**config.mk**
```make
export PLATFORM = sky130hd
export DESIGN_NAME = program_loader
export DESIGN_NICKNAME = d
export VERILOG_FILES = /design/src/rtl/loader_pkg.sv /design/src/rtl/loader_timeout_ctr.sv /design/src/rtl/program_loader.sv
export SDC_FILE = /design/constraint.sdc
export NUM_CORES = 1
export LEC_CHECK = 0
export CAP_MARGIN = 20
export CORE_UTILIZATION = 45
export DETAILED_ROUTE_END_ITERATION = 10
export MAX_ROUTING_LAYER = met4
export PLACE_DENSITY = 0.75
export RECOVER_POWER = 100
export SLEW_MARGIN = 20
export SYNTH_ARGS = -nofsm -noshare
export SYNTH_HDL_FRONTEND = slang
export SYNTH_SLANG_ARGS = --single-unit
```
**constraint.sdc**
```tcl
create_clock -name clk -period 4.6 [get_ports clk]
set_clock_uncertainty 0.15 [all_clocks]
set_input_delay 0.69 -clock clk [delete_from_list [all_inputs] [get_ports clk]]
set_output_delay 0.69 -clock clk [all_outputs]
set_load 0.02 [all_outputs]
```
**src/rtl/loader_pkg.sv**
```systemverilog
// Shared definitions for the program loader: FSM states, abort codes, header layout.
// No ports; header word = [31:24] magic, [23:12] instruction count, [11:0] data count.
// Helper functions split a header word and classify it against the configured limits.
package loader_pkg;

  typedef enum logic [2:0] {
    ST_IDLE,
    ST_HDR,
    ST_INSTR,
    ST_DATA,
    ST_START,
    ST_DONE,
    ST_ERR
  } state_t;

  localparam logic [1:0] ERR_NONE    = 2'd0;
  localparam logic [1:0] ERR_MAGIC   = 2'd1;
  localparam logic [1:0] ERR_COUNT   = 2'd2;
  localparam logic [1:0] ERR_TIMEOUT = 2'd3;

  localparam int HDR_MAGIC_MSB  = 31;
  localparam int HDR_MAGIC_LSB  = 24;
  localparam int HDR_NINSTR_MSB = 23;
  localparam int HDR_NINSTR_LSB = 12;
  localparam int HDR_NDATA_MSB  = 11;
  localparam int HDR_NDATA_LSB  = 0;

  localparam logic [7:0] MAGIC_DEFAULT = 8'hA5;

  // Word index / count width used throughout the loader.
  localparam int CNT_W = 12;

  typedef struct packed {
    logic [7:0]       magic;
    logic [CNT_W-1:0] n_instr;
    logic [CNT_W-1:0] n_data;
  } hdr_t;

  function automatic hdr_t unpack_hdr(input logic [31:0] w);
    hdr_t h;
    h.magic   = w[HDR_MAGIC_MSB:HDR_MAGIC_LSB];
    h.n_instr = w[HDR_NINSTR_MSB:HDR_NINSTR_LSB];
    h.n_data  = w[HDR_NDATA_MSB:HDR_NDATA_LSB];
    return h;
  endfunction

  // Magic is checked first, so a frame with both a bad magic and bad counts
  // reports the magic error.
  function automatic logic [1:0] check_hdr(input hdr_t        h,
                                           input logic [7:0]  magic,
                                           input int unsigned imem_depth,
                                           input int unsigned dmem_depth);
    logic [1:0] code;
    code = ERR_NONE;
    if (h.magic != magic) begin
      code = ERR_MAGIC;
    end else if ((h.n_instr == '0) ||
                 (32'(h.n_instr) > imem_depth) ||
                 (32'(h.n_data) > dmem_depth)) begin
      code = ERR_COUNT;
    end
    return code;
  endfunction

endpackage

```
**src/rtl/loader_timeout_ctr.sv**
```systemverilog
// Idle-cycle counter for the loader stream; flags the cycle that would make it reach TIMEOUT.
// Ports: clk/rst; clear (highest priority) zeroes the count, enable counts one idle cycle,
// expired is combinational: high in the TIMEOUT-th consecutive enabled cycle after a clear.
module loader_timeout_ctr #(
  parameter int unsigned TIMEOUT = 1024
) (
  input  logic clk,
  input  logic rst,
  input  logic clear,
  input  logic enable,
  output logic expired
);

  localparam int CW = $clog2(TIMEOUT + 1);

  logic [CW-1:0] count;

  always_ff @(posedge clk or posedge rst) begin
    if (rst) begin
      count <= '0;
    end else if (clear) begin
      count <= '0;
    end else if (enable) begin
      count <= count + CW'(1);
    end
  end

  // Decoded one cycle early so the owner can leave its state on the very edge
  // at which the count would reach TIMEOUT.
  assign expired = enable && (count == CW'(TIMEOUT - 1));

endmodule

```
**src/rtl/program_loader.sv**
```systemverilog
// Loads a framed word stream (header, N instruction words, M data words) into I/D caches,
// holding the core in reset meanwhile and then pulsing core_start.
// Latency: each accepted payload word appears as a one-cycle registered cache write on the
// next cycle. Backpressure: s_ready is high only while a header or payload word is expected.
// Ports: clk/rst; load_req starts a session; s_data/s_valid/s_ready stream input;
// imem_*/dmem_* cache write ports; core_rst/core_start core control;
// busy/done/err/err_code session status (done/err sticky until the next load_req).
module program_loader
  import loader_pkg::*;
#(
  parameter int unsigned IMEM_DEPTH = 256,
  parameter int unsigned DMEM_DEPTH = 256,
  parameter int unsigned DATA_BASE  = 0,
  parameter logic [7:0]  MAGIC      = MAGIC_DEFAULT,
  parameter int unsigned TIMEOUT    = 1024,
  parameter int unsigned START_HOLD = 2
) (
  input  logic        clk,
  input  logic        rst,
  input  logic        load_req,
  input  logic [31:0] s_data,
  input  logic        s_valid,
  output logic        s_ready,
  output logic [31:0] imem_addr,
  output logic [31:0] imem_wdata,
  output logic        imem_we,
  output logic [31:0] dmem_addr,
  output logic [31:0] dmem_wdata,
  output logic        dmem_we,
  output logic        core_rst,
  output logic        core_start,
  output logic        busy,
  output logic        done,
  output logic        err,
  output logic [1:0]  err_code
);

  localparam int HOLD_W = $clog2(START_HOLD + 1);

  state_t           state;
  state_t           state_next;
  hdr_t             hdr_in;
  logic [1:0]       hdr_code;
  logic [1:0]       err_code_next;
  logic [CNT_W-1:0] n_instr;
  logic [CNT_W-1:0] n_data;
  logic [CNT_W-1:0] word_idx;
  logic [HOLD_W-1:0] hold_cnt;
  logic             in_stream;
  logic             accept;
  logic             tmo_clear;
  logic             tmo_en;
  logic             tmo_expired;

  assign in_stream = (state == ST_HDR) || (state == ST_INSTR) || (state == ST_DATA);
  assign s_ready   = in_stream;
  assign accept    = s_valid && s_ready;

  assign hdr_in   = unpack_hdr(s_data);
  assign hdr_code = check_hdr(hdr_in, MAGIC, IMEM_DEPTH, DMEM_DEPTH);

  // Idle time is measured per word: any accept or any state change restarts it.
  assign tmo_clear = accept || (state_next != state);
  assign tmo_en    = in_stream && !accept;

  loader_timeout_ctr #(
    .TIMEOUT (TIMEOUT)
  ) u_timeout (
    .clk     (clk),
    .rst     (rst),
    .clear   (tmo_clear),
    .enable  (tmo_en),
    .expired (tmo_expired)
  );

  always_ff @(posedge clk or posedge rst) begin
    if (rst) begin
      state <= ST_IDLE;
    end else begin
      state <= state_next;
    end
  end

  always_comb begin
    state_next    = state;
    err_code_next = ERR_NONE;
    busy          = 1'b0;
    core_rst      = 1'b0;
    core_start    = 1'b0;
    done          = 1'b0;
    err           = 1'b0;

    unique case (state)
      ST_IDLE: begin
        if (load_req) state_next = ST_HDR;
      end

      ST_HDR: begin
        busy     = 1'b1;
        core_rst = 1'b1;
        if (tmo_expired) begin
          state_next    = ST_ERR;
          err_code_next = ERR_TIMEOUT;
        end else if (s_valid) begin
          if (hdr_code != ERR_NONE) begin
            state_next    = ST_ERR;
            err_code_next = hdr_code;
          end else begin
            state_next = ST_INSTR;
          end
        end
      end

      ST_INSTR: begin
        busy     = 1'b1;
        core_rst = 1'b1;
        if (tmo_expired) begin
          state_next    = ST_ERR;
          err_code_next = ERR_TIMEOUT;
        end else if (s_valid && (word_idx == n_instr - CNT_W'(1))) begin
          state_next = (n_data != '0) ? ST_DATA : ST_START;
        end
      end

      ST_DATA: begin
        busy     = 1'b1;
        core_rst = 1'b1;
        if (tmo_expired) begin
          state_next    = ST_ERR;
          err_code_next = ERR_TIMEOUT;
        end else if (s_valid && (word_idx == n_data - CNT_W'(1))) begin
          state_next = ST_START;
        end
      end

      ST_START: begin
        // First START cycle releases core_rst only; core_start follows for
        // START_HOLD cycles so the two never change on the same edge.
        busy       = 1'b1;
        core_start = (hold_cnt != '0);
        if (hold_cnt == HOLD_W'(START_HOLD)) state_next = ST_DONE;
      end

      ST_DONE: begin
        done = 1'b1;
        if (load_req) state_next = ST_HDR;
      end

      ST_ERR: begin
        err      = 1'b1;
        core_rst = 1'b1;
        if (load_req) state_next = ST_HDR;
      end

      default: state_next = ST_IDLE;
    endcase
  end

  always_ff @(posedge clk or posedge rst) begin
    if (rst) begin
      n_instr    <= '0;
      n_data     <= '0;
      word_idx   <= '0;
      hold_cnt   <= '0;
      err_code   <= ERR_NONE;
      imem_we    <= 1'b0;
      imem_addr  <= '0;
      imem_wdata <= '0;
      dmem_we    <= 1'b0;
      dmem_addr  <= '0;
      dmem_wdata <= '0;
    end else begin
      imem_we <= 1'b0;
      dmem_we <= 1'b0;

      // Index restarts at every section boundary so both sections count from 0.
      if (state_next != state) begin
        word_idx <= '0;
      end else if (accept) begin
        word_idx <= word_idx + CNT_W'(1);
      end

      if ((state == ST_HDR) && accept) begin
        n_instr <= hdr_in.n_instr;
        n_data  <= hdr_in.n_data;
      end

      // Address/data registers only load with a write, so they hold the last
      // written value while we is low.
      if ((state == ST_INSTR) && accept) begin
        imem_we    <= 1'b1;
        imem_addr  <= 32'(word_idx);
        imem_wdata <= s_data;
      end

      if ((state == ST_DATA) && accept) begin
        dmem_we    <= 1'b1;
        dmem_addr  <= 32'(DATA_BASE) + 32'(word_idx);
        dmem_wdata <= s_data;
      end

      hold_cnt <= (state == ST_START) ? hold_cnt + HOLD_W'(1) : '0;

      if (load_req &&
          ((state == ST_IDLE) || (state == ST_DONE) || (state == ST_ERR))) begin
        err_code <= ERR_NONE;
      end else if ((state_next == ST_ERR) && (state != ST_ERR)) begin
        err_code <= err_code_next;
      end
    end
  end

endmodule

```
==> results of run 1 <==
## cell families (layout without fill, tap and decap cells)
logic type	count (synthesis)	count (layout)	synth area share (%)
AO/OA/AOI/OAI	81	81	7.793
XOR/XNOR	37	37	4.466
adder cells (fa/ha/maj)	6	6	1.034
buffers and inverters	90	187	7.086
flip-flops	144	144	49.66
multiplexers	89	89	13.79
other	1	40	0.05167
AND/OR/NAND/NOR	234	234	16.12
## sequential cells by signal, indices dropped and copies added, names as in the netlist
signal           flops
n_instr             12
dmem_addr           12
state                3
hold_cnt             2
dmem_wdata          32
imem_addr           12
n_data              12
word_idx            12
imem_wdata          32
dmem_we              1
err_code             2
imem_we              1
u_timeout.count     11
## cell usage after synthesis, types with 11 or more instances
| cell type | n | area share, % |
|---|---|---|
| dfrtp_1 | 144 | 50 |
| nand2_1 | 85 | 4.4 |
| o21ai_0 | 23 | 1.6 |
| mux2_2 | 88 | 14 |
| inv_1 | 14 | 0.72 |
| a21oi_1 | 13 | 0.90 |
| nor3_1 | 13 | 0.90 |
| xnor2_1 | 20 | 2.4 |
| buf_4 | 40 | 4.1 |
| nor4_1 | 11 | 0.95 |
| nor2_1 | 55 | 2.8 |
| clkbuf_1 | 26 | 1.3 |
| xor2_1 | 17 | 2.1 |
## how the worst max path moves through the flow
stage / from / end / slack [ns] / depth (start not counted)
3_5_place_dp: s_data[31] / u_timeout.count[9]$_DFFE_PP0P_ / 0.66 / 9
4_1_cts: n_data[0]$_DFFE_PP0P_ / u_timeout.count[10]$_DFFE_PP0P_ / 0.89 / 10
6_report: n_data[0]$_DFFE_PP0P_ / u_timeout.count[10]$_DFFE_PP0P_ / 0.64 / 10
5_1_grt: n_data[0]$_DFFE_PP0P_ / u_timeout.count[9]$_DFFE_PP0P_ / 0.35 / 10
2_1_floorplan: n_data[0]$_DFFE_PP0P_ / u_timeout.count[0]$_DFFE_PP0P_ / 1.44 / 13
3_3_place_gp: s_data[31] / u_timeout.count[9]$_DFFE_PP0P_ / 0.76 / 9
## per-layer routing
layer | routed length, um | vias up
met2 | 7671 | 200
met3 | 994 | 24
met4 | 297 | 0
met5 | 0 | -
li1 | - | 2547
met1 | 7470 | 2653
## worst max-delay path: stages, from the launching register on
cell and delay (ns):
dfrtp_1 0.47, inv_1 0.11, ha_1 0.33, or4b_2 0.70, nor4_1 0.26, nor3_1 0.08
a21oi_1 0.27, nor4b_4 0.09, o41ai_1 0.32, nand3_1 0.71, a21oi_1 0.36
## per-stage QoR
stage          util (%)  hold slack [ns]  instance area [um2]  setup WS [ns]  std cells
3_3_place_gp      54.58           0.3226                 8640         0.7584       1002
3_5_place_dp      54.58           0.3273                 8640         0.6571       1002
6_report          58.58           0.3274                 9271         0.6403       1034
2_1_floorplan         -           0.3165                 7407          1.436        721
5_1_grt           58.58           0.3598                 9271         0.3499       1034
4_1_cts           58.85           0.3405                 9314         0.8857       1034
## power groups by stage
stage | clock (mW) | combinational, mW | sequential (mW)
finish | 1.55 | 2.50 | 2.06
global route | 1.61 | 2.71 | 2.12
CTS | 1.57 | 2.64 | 2.07
detailed placement | 0 | 2.62 | 2.09
global placement | 0 | 2.59 | 2.07
floorplan | 0 | 1.37 | 2.36
## final cells by class
| type | instances | area [um2] |
|---|---|---|
| fillers | 1325 | 6556 |
| repair buffers | 139 | 1364 |
| inverters | 16 | 63.81 |
| flip-flops and latches | 144 | 3603 |
| well taps | 216 | 270.3 |
| clock inverters | 9 | 176.4 |
| multi-input cells | 487 | 3296 |
| clock buffers | 23 | 498.0 |
==> impl_metrics.json, run 1 <==
{
  "hold_viol": 0,
  "combinationalPowerShare_pct": 40.9,
  "layout-drive-gt1-share_pct": 16.87,
  "r2r_end": "u_timeout.count[10]$_DFFE_PP0P_",
  "core_um2": 15830,
  "cts_tree": "done",
  "fmaxAchievable_ghz": 0.2525,
  "min_period_ns": 3.960,
  "synth-edff-count": 0,
  "r2r_start": "n_data[0]$_DFFE_PP0P_",
  "cts_resized": 0,
  "synth.avg_cell_area_um2": 10.64,
  "most-common-layout-cells": "dfrtp_1, dlygate4sd3_1, mux2_2",
  "min_path_type": "reg2reg",
  "dp_hpwl_um": 11180,
  "yosys_register_bits": 144,
  "antenna_found_initial": 0,
  "nets": 847,
  "holdPathStages": 2,
  "reg2reg_depth": 10,
  "drtAntennaViolNets": 0,
  "p_leak_nw": 4.172,
  "cts_buffer_depth": 2,
  "endpoint_kind": "register",
  "status": "finished with violations",
  "via_count": 5424,
  "grt_pass1_wl_um": 26240,
  "finalCritPeriodShare_pct": 86.08,
  "synth.cell_area_um2": 7257,
  "cp_max_fo": 23,
  "worstPathArrival_ns": 4.13,
  "cap_violations": 2,
  "grt_pass1_vias": 5069,
  "intPower_mw": 3.869,
  "dieArea_um2": 16640,
  "ios": 174,
  "htreeDepth": 4,
  "p_switching_mw": 2.231,
  "total_power_mw": 6.100,
  "holdPathEnd": "dmem_addr[6]$_DFFE_PP0P_",
  "worstMarginPinSlew_ns": 2.297,
  "setup_violations": 0,
  "grt_use_total_pct": 21.47,
  "grtUsageMet2_pct": 31.83,
  "ir_drop_uv": 384.7,
  "violations": "max-capacitance violations, max-slew violations",
  "grt_start_max_net_pins": 145,
  "initial_utilization_pct": 45.85,
  "hp-start": "dmem_addr[6]$_DFFE_PP0P_",
  "clk_pin_slew_worst_paths_ns": 0.06,
  "postCtsSetupRepairBufs": 0,
  "max_slew_margin_pct": -53.11,
  "syn_inst": 682,
  "drt_iter0_drc": 336,
  "die_y_um": 129.0,
  "cts-root-buf": "clkbuf_16",
  "grt_busiest_layer": "met2",
  "power.clock.fraction_pct": 25.4,
  "routabilityCongestion": 0.9351,
  "ys_types": 70,
  "dr.pass1.iters": 7,
  "core.rowCount": 46,
  "diodes": 0,
  "synth_ff_type": "dfrtp_1",
  "seq_power_share_pct": 33.7,
  "maxSlewViolCount": 191,
  "yosysWarnings": 0,
  "port_buffers": 133,
  "clock_sink_count": 144,
  "drc_errors": 0,
  "die_w_um": 129.0,
  "rrSetupSlack_ns": 0.64,
  "drt_wl_total_um": 16430,
  "cts_hold_buf": 0,
  "cp.required_ns": 4.77,
  "switching_share_pct": 36.58,
  "grt_use_met3_pct": 5.114,
  "synthArstFlopShare_pct": 100.0,
  "critPathKind": "reg2reg",
  "areaGrowthSynthToFinish_pct": 27.76,
  "wl_per_cell_um": 15.89,
  "layout_commonest_cell": "dfrtp_1",
  "finalSetupTns_ns": 0,
  "p_per_area_nw_per_um2": 658.0,
  "rsz0062_at_grt": "false",
  "grtUsageMet1_pct": 28.47,
  "clkLatencyLatePin_ns": 0.42,
  "gr-total-overflow": 0,
  "numCtsBuffers": 17,
  "ys_seq_area_share_pct": 49.66,
  "cp-start-kind": "register",
  "routed_via_density": 5.246
}
(Power assumes the default switching activity.)
==> run 2: changes to the inputs <==
--- a/config.mk
+++ b/config.mk
@@ -6,6 +6,7 @@
 export NUM_CORES = 1
 export LEC_CHECK = 0
 export CAP_MARGIN = 20
+export CORE_ASPECT_RATIO = 1.75
 export CORE_UTILIZATION = 45
 export DETAILED_ROUTE_END_ITERATION = 10
 export MAX_ROUTING_LAYER = met4
==> run 2 against run 1 <==
Net effect: the run ends with design-rule violations, max-capacitance violations, max-slew violations left; die area grew 0.12%; worst hold slack improved by 0.022 ns; sequential share of layout area increased by 0.70 points; register-to-register slack better by 0.03 ns; setup slack better by 0.028 ns.
==> impl_metrics.json, run 2 (synthesis results as in run 1) <==
{
  "worstMarginPinSlew_ns": 1.956,
  "grt_use_total_pct": 22.61,
  "cts-root-buf": "clkbuf_16",
  "ir_drop_uv": 358.1,
  "die_y_um": 170.0,
  "min_path_type": "reg2reg",
  "critPathKind": "reg2reg",
  "via_count": 5425,
  "finalSetupTns_ns": 0,
  "hold_viol": 0,
  "htreeDepth": 4,
  "areaGrowthSynthToFinish_pct": 25.48,
  "p_per_area_nw_per_um2": 644.5,
  "p_leak_nw": 4.124,
  "routabilityCongestion": 0.8657,
  "min_period_ns": 3.932,
  "setup_ws_ns": 0.6681,
  "dp_hpwl_um": 12380,
  "layout_commonest_cell": "dfrtp_1",
  "postCtsSetupRepairBufs": 0,
  "ios": 174,
  "pre_cts_ws_ns": 0.5986,
  "diodes": 0,
  "drtAntennaViolNets": 0,
  "worstPathArrival_ns": 4.10,
  "die_w_um": 98.00,
  "endpoint_kind": "register",
  "cap_violations": 1,
  "cts_resized": 0,
  "gr-total-overflow": 0,
  "timing.hold.ws_ns": 0.3494,
  "clkLatencyLatePin_ns": 0.42,
  "finish.utilization_pct": 57.64,
  "dp.cells": 976,
  "initial_utilization_pct": 45.93,
  "cts_tree": "done",
  "max_slew_margin_pct": -30.37,
  "grt_pass1_vias": 5436,
  "reg.largest.list": "dmem_wdata: 32 flops, imem_wdata: 32 flops",
  "fmaxAchievable_ghz": 0.2543,
  "core_um2": 15800,
  "maxSlewViolCount": 145,
  "drc_errors": 9,
  "cts_hold_buf": 0,
  "finalCritPeriodShare_pct": 85.48,
  "port_buffers": 133,
  "grt_pass1_wl_um": 28370,
  "drt_iter0_drc": 284,
  "clock_sink_count": 144,
  "violations": "design-rule violations, max-capacitance violations, max-slew violations",
  "dieArea_um2": 16660,
  "cp.required_ns": 4.77,
  "core.rowCount": 61,
  "cts_buffer_depth": 2,
  "holdPathStages": 1,
  "cp-start-kind": "register",
  "numCtsBuffers": 17,
  "reg2reg_depth": 10,
  "antenna_found_initial": 0,
  "dr.pass1.iters": 7,
  "most-common-layout-cells": "dfrtp_1, dlygate4sd3_1, mux2_2",
  "wl_per_cell_um": 17.23,
  "drt_wl_total_um": 17370,
  "stdcell_count": 1008,
  "layout-drive-gt1-share_pct": 16.61,
  "grt_start_max_net_pins": 145,
  "setup_violations": 0,
  "status": "finished with violations",
  "placed_area_um2": 8613,
  "total_power_mw": 5.869,
  "clk_pin_slew_worst_paths_ns": 0.06,
  "rsz0062_at_grt": "false",
  "cp_max_fo": 23,
  "nets": 848,
  "stdcell_area_um2": 9106,
  "routed_via_density": 5.382
}
[run 2: worst max-delay path: stages (launching register included)]
cell and delay (ns):
dfrtp_1 0.46, inv_1 0.11, ha_1 0.34, or4b_2 0.70
nor4_1 0.26, nor3_1 0.08, a21oi_1 0.19, nor4b_1 0.12
o41ai_1 0.34, nand3_1 0.73, a21oi_1 0.34
[run 2: power breakdown]
group	switching, mW	internal (mW)
combinational	1.37	1.12
clock	0.601	0.722
sequential	0.358	1.70
[run 2: path summary, 6_finish.rpt]
| path | endpoint | from | slack, ns |
|---|---|---|---|
| min reg2reg | imem_wdata[13]$_DFFE_PP0P_ | imem_wdata[13]$_DFFE_PP0P_ | 0.35 |
| min | imem_wdata[13]$_DFFE_PP0P_ | imem_wdata[13]$_DFFE_PP0P_ | 0.35 |
| max | u_timeout.count[10]$_DFFE_PP0P_ | n_data[0]$_DFFE_PP0P_ | 0.67 |
| max reg2reg | u_timeout.count[10]$_DFFE_PP0P_ | n_data[0]$_DFFE_PP0P_ | 0.67 |
| min in group asynchronous | imem_wdata[5]$_DFFE_PP0P_ | rst | 1.26 |
| max in group asynchronous | word_idx[9]$_DFFE_PP0P_ | rst | 1.73 |
[run 2: routing by layer]
metal | up-vias | global-route usage, % | share of wire, % | wire (um)
met5 | - | - | 0 | 0
met4 | 0 | 9.486 | 2.9 | 505
met3 | 26 | 3.860 | 3.0 | 526
met2 | 161 | 40.29 | 55 | 9595
met1 | 2686 | 24.72 | 39 | 6745
li1 | 2552 | - | - | -
[run 2: cell type report]
| type | instances | area, um2 |
|---|---|---|
| Multi-Input combinational cell | 487 | 3266 |
| Sequential cell | 144 | 3603 |
| Fill cell | 1340 | 6693 |
| Clock buffer | 18 | 429.2 |
| Timing Repair Buffer | 140 | 1366 |
| Tap cell | 189 | 236.5 |
| Inverter | 16 | 63.81 |
| Clock inverter | 14 | 141.4 |
==> run 3: changes to the inputs <==
--- a/config.mk
+++ b/config.mk
@@ -10,7 +10,7 @@
 export CORE_UTILIZATION = 45
 export DETAILED_ROUTE_END_ITERATION = 10
 export MAX_ROUTING_LAYER = met4
-export PLACE_DENSITY = 0.75
+export PLACE_DENSITY = 0.74
 export RECOVER_POWER = 100
 export SLEW_MARGIN = 20
 export SYNTH_ARGS = -nofsm -noshare
==> run 3 against run 2 <==
Net effect: the run still ends with design-rule violations, max-capacitance violations, max-slew violations left; via count rose by 1.0%; routed wire length barely moved; clock power rose by 6%; total power rose by 1.2%; fmax rose by 0.47%; sequential share of layout area fell by 0.076 points; global-route usage barely moved; clock-buffer cell count fell by 1; sequential power barely moved; largest cell class unchanged.
==> impl_metrics.json, run 3 (synthesis results as in run 1) <==
{
  "status": "finished with violations",
  "violations": "design-rule violations, max-capacitance violations, max-slew violations",
  "initial_utilization_pct": 45.93,
  "diodes": 0,
  "slowest_stage": "or4b_2",
  "core.rowCount": 61,
  "slowest_delay_ns": 0.70,
  "setup_violations": 0,
  "maxSlewViolCount": 145,
  "port_buffers": 133,
  "areaGrowthSynthToFinish_pct": 25.72,
  "power.clock.fraction_pct": 23.5,
  "r2r_start": "n_data[0]$_DFFE_PP0P_",
  "drtAntennaViolNets": 0,
  "endpoint_kind": "register",
  "cts-root-buf": "clkbuf_16",
  "setup_ws_ns": 0.6864,
  "cp_max_fo": 23,
  "critPathKind": "reg2reg",
  "hold_viol": 0,
  "dp_hpwl_um": 12330,
  "intPower_mw": 3.639,
  "r2r_end": "u_timeout.count[10]$_DFFE_PP0P_",
  "grt_pass1_wl_um": 28270,
  "cp-start-kind": "register",
  "layout-drive-gt1-share_pct": 16.52,
  "seq_power_share_pct": 34.6,
  "ir_drop_uv": 453.3,
  "p_per_area_nw_per_um2": 651.0,
  "dr.pass1.iters": 10,
  "postCtsSetupRepairBufs": 0,
  "nets": 847,
  "cap_violations": 1,
  "finalCritPeriodShare_pct": 85.08,
  "rrSetupSlack_ns": 0.69,
  "gr-total-overflow": 0,
  "ios": 174,
  "grt_use_total_pct": 22.60,
  "p_leak_nw": 4.127,
  "timing.hold.ws_ns": 0.3355,
  "rsz0062_at_grt": "false",
  "grt_pass1_vias": 5502,
  "htreeDepth": 4,
  "clk_pin_slew_worst_paths_ns": 0.06,
  "worstMarginPinSlew_ns": 1.946,
  "via_count": 5480,
  "cts_hold_buf": 0,
  "cts_buffer_depth": 2,
  "p_switching_mw": 2.301,
  "max_slew_margin_pct": -29.73,
  "clkLatencyLatePin_ns": 0.42,
  "crit_top_cell": "a21oi_1",
  "cp_cell_sequence": "inv_1, ha_1, or4b_2, nor4_1, nor3_1, a21oi_1, nor4b_1, o41ai_1, nand3_1, a21oi_1",
  "die_y_um": 170.0,
  "worstPathArrival_ns": 4.08,
  "cts_resized": 0,
  "holdPathEnd": "dmem_addr[6]$_DFFE_PP0P_",
  "clock_sink_count": 144,
  "core_um2": 15800,
  "holdPathStages": 2,
  "most-common-layout-cells": "dfrtp_1, dlygate4sd3_1, mux2_2",
  "antenna_found_initial": 0,
  "cp_num_buf_inv": 1,
  "fill_cells": 1347,
  "routed_via_density": 5.447,
  "drt_wl_total_um": 17360,
  "reg.largest.list": "dmem_wdata: 32 flops, imem_wdata: 32 flops",
  "pre_cts_ws_ns": 0.6552,
  "combinationalPowerShare_pct": 41.9,
  "finalSetupTns_ns": 0,
  "layout_commonest_cell": "dfrtp_1",
  "hp-start": "dmem_addr[6]$_DFFE_PP0P_",
  "crit_family": "simple AND/OR/NAND/NOR gates",
  "die_w_um": 98.00,
  "min_path_type": "reg2reg",
  "dieArea_um2": 16660,
  "min_period_ns": 3.914,
  "cp.required_ns": 4.77,
  "cts_tree": "done",
  "grt_start_max_net_pins": 145,
  "numCtsBuffers": 17,
  "switching_share_pct": 38.73,
  "routabilityCongestion": 0.8629,
  "drt_iter0_drc": 304,
  "wl_per_cell_um": 17.26,
  "reg2reg_depth": 10,
  "fmaxAchievable_ghz": 0.2555,
  "drc_errors": 10
}
## run 3: changes by cell type in the layout (fill, tap and decap cells not counted), sizes merged
cell,change
bufinv,+2
clkinvlp,+1
buf,-1
clkinv,-1
inv,-2
clkbuf,-1
## run 3: power by group through the flow
stage          registers [mW]  logic, mW  clock network, mW
5_1_grt                  2.13       2.68               1.48
3_3_place_gp             2.08       2.61                  0
3_5_place_dp             2.10       2.64                  0
4_1_cts                  2.08       2.66               1.42
6_report                 2.06       2.49               1.40
2_1_floorplan            2.36       1.37                  0
## run 3: cell type report
class                   instances  area [um2]  share of cell area [%]
clock buffers                  17       425.4                   4.663
flip-flops and latches        144        3603                   39.50
multi-input cells             487        3266                   35.79
repair buffers                139        1359                   14.89
clock inverters                14       170.2                   1.865
inverters                      16       63.81                  0.6994
well taps                     189       236.5                   2.592
## run 3: metal layers
layer  GRT usage (%)  wire length, um
met3           3.203              660
met5               -                0
met4           10.28              515
met1           24.35             6575
met2           40.81             9608
## run 3: how the worst max path moves through the flow
stage / startpoint / end / slack, ns / cells past startpoint
final: n_data[0]$_DFFE_PP0P_ / u_timeout.count[10]$_DFFE_PP0P_ / 0.69 / 10
after CTS: n_data[0]$_DFFE_PP0P_ / u_timeout.count[10]$_DFFE_PP0P_ / 0.86 / 10
after global routing: n_data[0]$_DFFE_PP0P_ / u_timeout.count[10]$_DFFE_PP0P_ / 0.37 / 10
after global placement: s_data[26] / u_timeout.count[9]$_DFFE_PP0P_ / 0.74 / 9
after detailed placement: s_data[26] / u_timeout.count[10]$_DFFE_PP0P_ / 0.66 / 9
after floorplan: n_data[0]$_DFFE_PP0P_ / u_timeout.count[0]$_DFFE_PP0P_ / 1.44 / 13
## run 3: per-stage QoR
step	instance area [um2]	util (%)	cells	power [mW]
3_5_place_dp	8606	54.47	975	4.740
4_1_cts	9201	58.24	1006	6.155
5_1_grt	9124	57.75	1006	6.284
3_3_place_gp	8606	54.47	975	4.685
2_1_floorplan	7407	-	721	3.732
6_report	9124	57.75	1006	5.940
## run 3: worst reg2reg max path: stages (launching register included)
cell     delay, ns
dfrtp_1       0.47
inv_1         0.12
ha_1          0.36
or4b_2        0.70
nor4_1        0.29
nor3_1        0.09
a21oi_1       0.19
nor4b_1       0.11
o41ai_1       0.32
nand3_1       0.68
a21oi_1       0.33
